<file path="src/rtl/seg7_pkg.sv">
// seg7_pkg: shared 7-segment types, blank pattern and hex decode table
package seg7_pkg;
  typedef logic [6:0] seg7_t;
  localparam seg7_t SEG_OFF = 7'h00;
  function automatic seg7_t hex_to_seg(input logic [3:0] nibble);
    case (nibble)
      4'h0: return 7'h3F;
      4'h1: return 7'h06;
      4'h2: return 7'h5B;
      4'h3: return 7'h4F;
      4'h4: return 7'h66;
      4'h5: return 7'h6D;
      4'h6: return 7'h7D;
      4'h7: return 7'h07;
      4'h8: return 7'h7F;
      4'h9: return 7'h6F;
      4'hA: return 7'h77;
      4'hB: return 7'h7C;
      4'hC: return 7'h39;
      4'hD: return 7'h5E;
      4'hE: return 7'h79;
      default: return 7'h71;
    endcase
  endfunction
endpackage

</file>
<file path="src/rtl/scan_timer.sv">
// scan_timer: slot divider and digit index for the multiplexed scan
module scan_timer #(
  parameter int CLK_DIV = 50000,
  parameter int NUM_DIGITS = 4
) (
  input  logic clk,
  input  logic rst,
  output logic [$clog2(CLK_DIV)-1:0] div_cnt,
  output logic [(NUM_DIGITS > 1 ? $clog2(NUM_DIGITS) : 1)-1:0] idx
);
  localparam int CW = $clog2(CLK_DIV);
  localparam int IW = NUM_DIGITS > 1 ? $clog2(NUM_DIGITS) : 1;
  // advance the slot counter and step to the next digit on wrap
  always_ff @(posedge clk or posedge rst)
    if (rst) begin
      div_cnt <= '0;
      idx <= '0;
    end else if (div_cnt == CW'(CLK_DIV - 1)) begin
      div_cnt <= '0;
      idx <= idx == IW'(NUM_DIGITS - 1) ? '0 : idx + 1'b1;
    end else
      div_cnt <= div_cnt + 1'b1;
endmodule

</file>
<file path="src/rtl/hex_display_scan.sv">
// hex_display_scan: static and time-multiplexed hex driver for a 7-segment bank
module hex_display_scan
  import seg7_pkg::*;
#(
  parameter int NUM_DIGITS = 4,
  parameter int CLK_DIV = 50000,
  parameter int BLANK_CYCLES = 16,
  parameter bit SEG_ACTIVE_LOW = 1,
  parameter bit AN_ACTIVE_LOW = 1
) (
  input  logic clk,
  input  logic rst,
  input  logic [4*NUM_DIGITS-1:0] value,
  input  logic [NUM_DIGITS-1:0] dp_mask,
  input  logic load,
  input  logic lz_en,
  input  logic blank,
  output logic [7*NUM_DIGITS-1:0] seg_all,
  output logic [NUM_DIGITS-1:0] dp_all,
  output logic [6:0] seg,
  output logic dp,
  output logic [NUM_DIGITS-1:0] an
);
  localparam int CW = $clog2(CLK_DIV);
  localparam int IW = NUM_DIGITS > 1 ? $clog2(NUM_DIGITS) : 1;
  localparam seg7_t SEG_INV = SEG_ACTIVE_LOW ? 7'h7F : 7'h00;
  localparam logic DP_INV = SEG_ACTIVE_LOW;
  localparam logic AN_INV = AN_ACTIVE_LOW;
  logic [4*NUM_DIGITS-1:0] val_q;
  logic [NUM_DIGITS-1:0] dp_q;
  logic [CW-1:0] div_cnt;
  logic [IW-1:0] idx;
  logic [7*NUM_DIGITS-1:0] pat_all;
  logic [NUM_DIGITS-1:0] sel;
  logic any_nz;
  logic scan_on;
  scan_timer #(.CLK_DIV(CLK_DIV), .NUM_DIGITS(NUM_DIGITS)) u_timer (
    .clk(clk),
    .rst(rst),
    .div_cnt(div_cnt),
    .idx(idx)
  );
  // shadow copy of the displayed value, replaced only on load
  always_ff @(posedge clk or posedge rst)
    if (rst) begin
      val_q <= '0;
      dp_q <= '0;
    end else if (load) begin
      val_q <= value;
      dp_q <= dp_mask;
    end
  // decode each digit; a running OR from the MSB down darkens leading zeros, digit 0 always shows
  always_comb begin
    any_nz = 1'b0;
    pat_all = '0;
    for (int i = NUM_DIGITS - 1; i >= 0; i--) begin
      any_nz = any_nz | (val_q[4*i+:4] != 4'h0);
      pat_all[7*i+:7] = (!lz_en || i == 0 || any_nz) ? hex_to_seg(val_q[4*i+:4]) : SEG_OFF;
    end
    sel = NUM_DIGITS'(1) << idx;
    scan_on = !blank && div_cnt >= CW'(BLANK_CYCLES);
  end
  // register both output forms with polarity applied; blanking window keeps anodes off at slot start
  always_ff @(posedge clk or posedge rst)
    if (rst) begin
      seg_all <= {NUM_DIGITS{SEG_INV}};
      dp_all <= {NUM_DIGITS{DP_INV}};
      seg <= SEG_INV;
      dp <= DP_INV;
      an <= {NUM_DIGITS{AN_INV}};
    end else begin
      seg_all <= (blank ? {NUM_DIGITS{SEG_OFF}} : pat_all) ^ {NUM_DIGITS{SEG_INV}};
      dp_all <= (blank ? '0 : dp_q) ^ {NUM_DIGITS{DP_INV}};
      seg <= (scan_on ? pat_all[7*idx+:7] : SEG_OFF) ^ SEG_INV;
      dp <= (scan_on & dp_q[idx]) ^ DP_INV;
      an <= (scan_on ? sel : '0) ^ {NUM_DIGITS{AN_INV}};
    end
endmodule
</file>
<file path="config.mk">
export PLATFORM = sky130hd
export DESIGN_NAME = hex_display_scan
export DESIGN_NICKNAME = d
export VERILOG_FILES = /design/src/rtl/seg7_pkg.sv /design/src/rtl/scan_timer.sv /design/src/rtl/hex_display_scan.sv
export SDC_FILE = /design/constraint.sdc
export NUM_CORES = 1
export LEC_CHECK = 0
export ABC_AREA = 1
export BUFFER_PORTS_ARGS = -buffer_cell sky130_fd_sc_hd__buf_2
export CAP_MARGIN = 10
export CORE_MARGIN = 4
export CORE_UTILIZATION = 37
export CTS_BUF_LIST = sky130_fd_sc_hd__clkbuf_4 sky130_fd_sc_hd__clkbuf_8
export DETAILED_ROUTE_END_ITERATION = 6
export RECOVER_POWER = 100
export SYNTH_ARGS = -nofsm -noshare
export SYNTH_HDL_FRONTEND = slang
export SYNTH_SLANG_ARGS = --single-unit
</file>
<file path="constraint.sdc">
create_clock -name clk -period 3.85 [get_ports clk]
set_input_delay 0.5775 -clock clk [delete_from_list [all_inputs] [get_ports clk]]
set_output_delay 0.5775 -clock clk [all_outputs]
set_load 0.1 [all_outputs]
</file>
* Word-level counts from Yosys, hierarchy flattened *
Memories as Yosys holds them, arrays and structs flattened.
Cells that the tools add are included.

storage, ports and cells
  RAM bits = 0
  register bits = 82
  word-level logic and storage cells = 50
  bits of input ports = 25
  memories kept = 4
  output and inout bits = 44
  bits in latches = 0
  memory bits (read-only) = 448

operators by class
  reductions and logical operators = 9
  equal/unequal tests = 2
  shifts and indexed selects = 2
  $lt $le $gt $ge = 2
  bitwise operators = 8
  $add $sub $neg = 2
  multipliers = 1
  div/mod/pow operators = 0
  mux-type cells = 11

memory list
  name              words  bits a word  read ports  clocked after memory_dff  write ports  line           source
  (name not given)  16     7            1           0                         0            seg7_pkg.sv:6  case (nibble)
  (name not given)  16     7            1           0                         0            seg7_pkg.sv:6
  (name not given)  16     7            1           0                         0            seg7_pkg.sv:6
  (name not given)  16     7            1           0                         0            seg7_pkg.sv:6

operator list
  kind                                                                                  count
  28-bit two-way mux                                                                    1
  7-bit two-way mux                                                                     4
  28-bit NOT                                                                            1
  28-bit by 6-bit indexed part select with 7-bit output                                 1
  16-bit by 1-bit adder with 16-bit output, second input constant                       1
  16-bit equality test, second input constant                                           1
  16-bit by 5-bit greater-or-equal comparator with 1-bit output, second input constant  1
  16-bit two-way mux                                                                    1
  4-bit nonzero test                                                                    3
  4-bit two-way mux                                                                     2
  4-bit NOT                                                                             2
  7-bit NOT                                                                             1
  3-bit by 2-bit multiplier with 5-bit output, first input constant                     1
  1-bit by 2-bit << shifter with 4-bit output, first input constant                     1
  1-bit logical OR                                                                      3
  2-bit by 3-bit less-than comparator with 1-bit output, second input constant          1
  2-bit by 1-bit adder with 2-bit output, second input constant                         1
  1-bit binary-select mux with 2-bit select                                             1
  2-bit equality test, second input constant                                            1
  1-bit zero test                                                                       2
  2-bit two-way mux                                                                     1
  1-bit bitwise OR                                                                      2
  1-bit AND                                                                             1
  1-bit logical AND                                                                     1
  other kinds (2)                                                                       2

* Logic depth before layout (Yosys ltp) *
  depth in word-level cells = 8
  gate-level depth with buffers = 10
  depth with buffers taken out = 10

* Hierarchy *
Synthesis repeated with hierarchy kept, for this count alone.

unflattened totals
  cells, all modules = 578
  area total of the unflattened synthesis = 4563.1 µm²

by module, submodules not included
  module            times used  seq. area each (µm²)  area an instance (µm²)  cells each
  hex_display_scan  1           1656.6                3587.2                  451
  scan_timer        1           450.4                 975.9                   127

* Least setup slack after synthesis *
OpenSTA, ideal clock, no wires.

  path type = register -> register
  start point = register val_q[12]
  end point = register seg[2]
  clock period less this slack = 1.432 ns
  arrival = 1.371 ns
  library setup time = 0.061 ns
  required time = 3.789 ns
  slack = 2.418 ns
  buffers on the path = 1
  cell stages (with the launch flop) = 10
  path through = dfrtp_1 -> inv_1 -> ha_1 -> nand2_4 -> nor2_8 -> nand3_4 -> buf_6 -> nand3_2 -> nand3_2 -> nand3_2

between the ends
  longest elaborated chain between the ends = 8
  elaborated cells between the ends (all ways) = 13
  classes of those cells = 1 x shift; 4 x mux; 3 x bitwise; 4 x reduce/logical; 1 x memory

RTL lines
  item                                                                       line                    source
  start: declaration                                                         hex_display_scan.sv:29  logic [4*NUM_DIGITS-1:0] val_q;
  start signal: assignment                                                   hex_display_scan.sv:49  val_q <= value;
  parallel branches: the longest is 5 deep, another holds memory 16 x 7 bit  --
  28-bit by 6-bit indexed part select with 7-bit output *                    hex_display_scan.sv:74  seg <= (scan_on ? pat_all[7*idx+:7] : SEG_OFF) ^ SEG_INV;
  7-bit two-way mux *                                                        hex_display_scan.sv:74
  7-bit NOT (no line) *                                                      --
  end signal: assignment                                                     hex_display_scan.sv:74
  end: declaration                                                           hex_display_scan.sv:20  output logic [6:0] seg,

Every way passes the cells marked *.
A chain may end at the register's enable or synchronous reset.

* Final worst setup path *
  start point = register seg_all[0]
  end point = output seg_all[0]

RTL lines
  item                      line                    source
  start: declaration        hex_display_scan.sv:18  output logic [7*NUM_DIGITS-1:0] seg_all,
  start signal: assignment  hex_display_scan.sv:66  seg_all <= {NUM_DIGITS{SEG_INV}};
  start signal: assignment  hex_display_scan.sv:72  seg_all <= (blank ? {NUM_DIGITS{SEG_OFF}} : pat_all) ^ {NUM_DIGITS{SEG_INV}};

No word-level cell between the ends.

==> impl_summary.log <==
[metrics] status: finished with violations
[metrics] violations in the final reports: max-capacitance violations, max-slew violations
[metrics] average wire length per cell after detail routing: roughly 13 µm
[metrics] Initial Util: 0.3813
[metrics] Synth-to-Final Area Change: 10.59%
[metrics] die height: 119.7 µm
[metrics] number of remaining DRC errors: 0
[metrics] launch point of the critical path: seg_all[0]
[metrics] Sinks on Clock Net: 82
[metrics] total power: 0.002310 W
[metrics] Final Setup Violations: 0
[metrics] Max Fanout on Critical Path: 1
[metrics] reported leakage power: 2.444 nW
[metrics] required time of the worst setup path: 3270 ps
[metrics] mapped cell area: roughly 0.0046 mm²
[metrics] Critical Path End Type: output pin
[metrics] largest cells by area after synthesis: sky130_fd_sc_hd__dfstp_2, sky130_fd_sc_hd__dfrtp_1, sky130_fd_sc_hd__nand2_1, sky130_fd_sc_hd__nand3_1, sky130_fd_sc_hd__ha_1
[metrics] initial antenna violation count: 0
[metrics] most instantiated library cell after synthesis: sky130_fd_sc_hd__nand2_1
[metrics] Avg Cell Area, Syn: approximately 8.4 µm²
[metrics] largest clock skew in the final design: around 13 ps
[metrics] Hold Buf Count CTS: 0
[metrics] Critical Path, Cell by Cell: clkbuf_1
[metrics] Synth area leader: sky130_fd_sc_hd__dfstp_2
[metrics] Tcrit/Tclk final: 0.6114
[metrics] top_reg_cell synth: sky130_fd_sc_hd__dfstp_2
[metrics] Post-Layout Inst Area: roughly 0.0051 mm²
[metrics] fraction of layout cells with a size suffix above 1: 0.1715
[metrics] Crit Path Category: flop to output pin
[metrics] number of flip-flops and latches in the synthesized netlist: 82
[metrics] number of distinct library cells after synthesis: 34
[metrics] final hold violations: 0
[metrics] number of buffer and inverter instances along the worst setup path: 1
[metrics] CTS resizes: 0
[metrics] Total Wirelength: around 11000 µm
[metrics] family with the most delay on the worst path: buffers and inverters
[metrics] number of synthesized flops with an enable pin: 0
[metrics] Slowest Stage Delay on Critical Path: 880 ps
[metrics] buffers added on ports: between 60 and 70
[metrics] detailed-routing iteration count for the pre-antenna-repair pass: 4
[metrics] detailed-route vias per instance: approximately 4.7
[metrics] via count: 3683
[metrics] CTS clk-pin slew, worst paths: 90 ps
[metrics] worst ir drop on vdd: 207.1 µV
[metrics] residual overflow from global routing: 0
[metrics] via count of the first global-routing pass: around 3600
[metrics] maximum level of the CTS H-tree: 3
[metrics] global-route total usage across every layer: 0.1546
[metrics] final weighted congestion in routability-driven placement: ~0.9
[metrics] worst reg2reg path startpoint: val_q[12]
[metrics] area of the core: between 0.01 and 0.015 mm²
[metrics] timing-limited maximum frequency: 424.9 MHz
[metrics] TritonCTS clock tree: done
[metrics] setup fix buffers added after clock tree synthesis: 0
[metrics] Filler Cell Count: 1285
[metrics] first-pass GRT wire length: 17980 µm
[metrics] crit path DAT: 1780 ps
[metrics] Clock Tree Buf Depth: 2
[metrics] total placed instance area: slightly above 0.005 mm²
[metrics] area share of the largest cell type after synthesis: 0.2503
[metrics] die area: between 0.01 and 0.015 mm²
[metrics] Yosys warning count: 0
[metrics] setup TNS: 0 ps
[metrics] total number of placement rows: 40
[metrics] total power divided by cell area: 452.4 mW/mm²
[metrics] Diodes inserted: 0
[metrics] clock tree root buffer cell: sky130_fd_sc_hd__clkbuf_8
[metrics] horizontal die dimension: between 100 and 150 µm
[metrics] maximum number of pins on one net before global-route repair: 51
[metrics] category of the worst setup path launch point: flop
[metrics] number of nets in the final layout: 668
[metrics] Iter 0 DRT Violations: 248
[metrics] time the final worst path needs with I/O delays and setup: between 2000 and 2500 ps
[metrics] insertion delay of the later-clocked pin in the worst-skew pair: roughly 360 ps
[metrics] worst max-slew margin expressed relative to the limit: -0.4451
[metrics] Cells after Synth: 553
[metrics] Slowest cell on crit path: sky130_fd_sc_hd__clkbuf_1
[metrics] max-slew violations: 51
[metrics] Min-Delay Startpoint: dp_q[2]
[metrics] DPL Wire Length: approximately 7800 µm
[metrics] boundary pin count: between 60 and 70
[metrics] actual transition at the worst max-transition pin: around 2200 ps
[metrics] most instantiated cells after synthesis: sky130_fd_sc_hd__nand2_1, sky130_fd_sc_hd__nand3_1, sky130_fd_sc_hd__inv_1, sky130_fd_sc_hd__dfstp_2, sky130_fd_sc_hd__dfrtp_1
[metrics] number of violations of the max-capacitance limit: 1
[metrics] Detail Route Antenna Nets: 0
[metrics] Worst Hold Class: flop to flop
[metrics] fraction of synthesis flops using an asynchronous set or reset pin: 1.000
[metrics] RSZ-0062 raised after global routing: false
[metrics] sequential fraction of the synthesis area: 0.4562
[metrics] post-route non-filler standard cell count: 786
[metrics] placed cell count: just under 800
[metrics] synthesized netlist net count: 608
[metrics] cts bufs inserted: 9
final cells by class:
class / instances / area [µm²] / share of cell area
timing repair buffer: 69 / 289.0 / 0.05659
clock inverter: 5 / 56.30 / 0.01102
multi-input combinational: 385 / 2039 / 0.3993
clock buffer: 11 / 138.9 / 0.02719
tap: 168 / 210.2 / 0.04116
inverter: 66 / 266.5 / 0.05218
sequential: 82 / 2107 / 0.4125
sequential cells by signal, summed over array words and instances (netlist names):
register and count:
dp_all 4, val_q 16, u_timer.idx 2, seg 7, u_timer.div_cnt 16, an 4, dp_q 4, seg_all 28
dp 1
per-layer routing:
layer  global-route usage  routed length [µm]  vias to the layer above
met5                    0                   0                        -
met2               0.2528                4921                       80
li1                     -                   -                     1883
met4              0.04009                 109                        0
met1               0.2111                5100                     1712
met3              0.02969                 372                        8
metrics by stage:
stage               utilization  hold WS, ps  setup slack (ps)
floorplan                     -        375.3              1237
global placement         0.4166        381.8              2105
detailed placement       0.4166        394.0              2025
CTS                      0.4327        392.5              1925
global route             0.4217        424.0              1366
finish                   0.4217        396.9              1496
where the power goes:
group | leakage (nW) | switching [W] | total (W) | internal, W
sequential | 0.943 | 0.0000532 | 0.00101 | 0.000959
clock | 0.100 | 0.000317 | 0.000630 | 0.000314
combinational | 1.40 | 0.000553 | 0.000668 | 0.000115
total | 2.44 | 0.000923 | 0.00231 | 0.00139
worst paths after layout:
path                              endpoint  slack, ps  cells after the start
worst max-delay path            seg_all[0]       1500                      1
worst min-delay path             dp_all[2]        400                      1
worst max register to register      seg[1]       1700                      8
worst min register to register   dp_all[2]        400                      1
max in group asynchronous       seg_all[3]       1820                      3
min in group asynchronous        val_q[14]        780                      2
placed cells by master, fill, tap and decap left out, drive strengths merged:
master / synthesis / layout
nand2: 152 / 152
nand3: 92 / 92
inv: 63 / 62
clkbuf: 4 / 58
dfstp: 44 / 44
nor2: 43 / 43
dfrtp: 38 / 38
ha: 30 / 30
o21ai: 28 / 28
buf: 16 / 22
nand4: 18 / 18
a21oi: 8 / 8
clkinv: 3 / 6
xor2: 5 / 5
nor3: 4 / 4
mux2: 2 / 2
clkinvlp: 0 / 2
nand3b: 1 / 1
or2: 1 / 1
a31oi: 1 / 1
bufinv: 0 / 1
cell families (layout without fill, tap and decap cells):
| family | count (synthesis) | after routing | share of synthesized area |
|---|---|---|---|
| flops | 82 | 82 | 0.4562 |
| compound gates | 37 | 37 | 0.04172 |
| xor+xnor | 5 | 5 | 0.009482 |
| mux | 2 | 2 | 0.004876 |
| buf+inv | 86 | 151 | 0.08588 |
| simple gates | 311 | 311 | 0.3205 |
| fa+ha+maj | 30 | 30 | 0.08128 |
(Power assumes the default switching activity.)
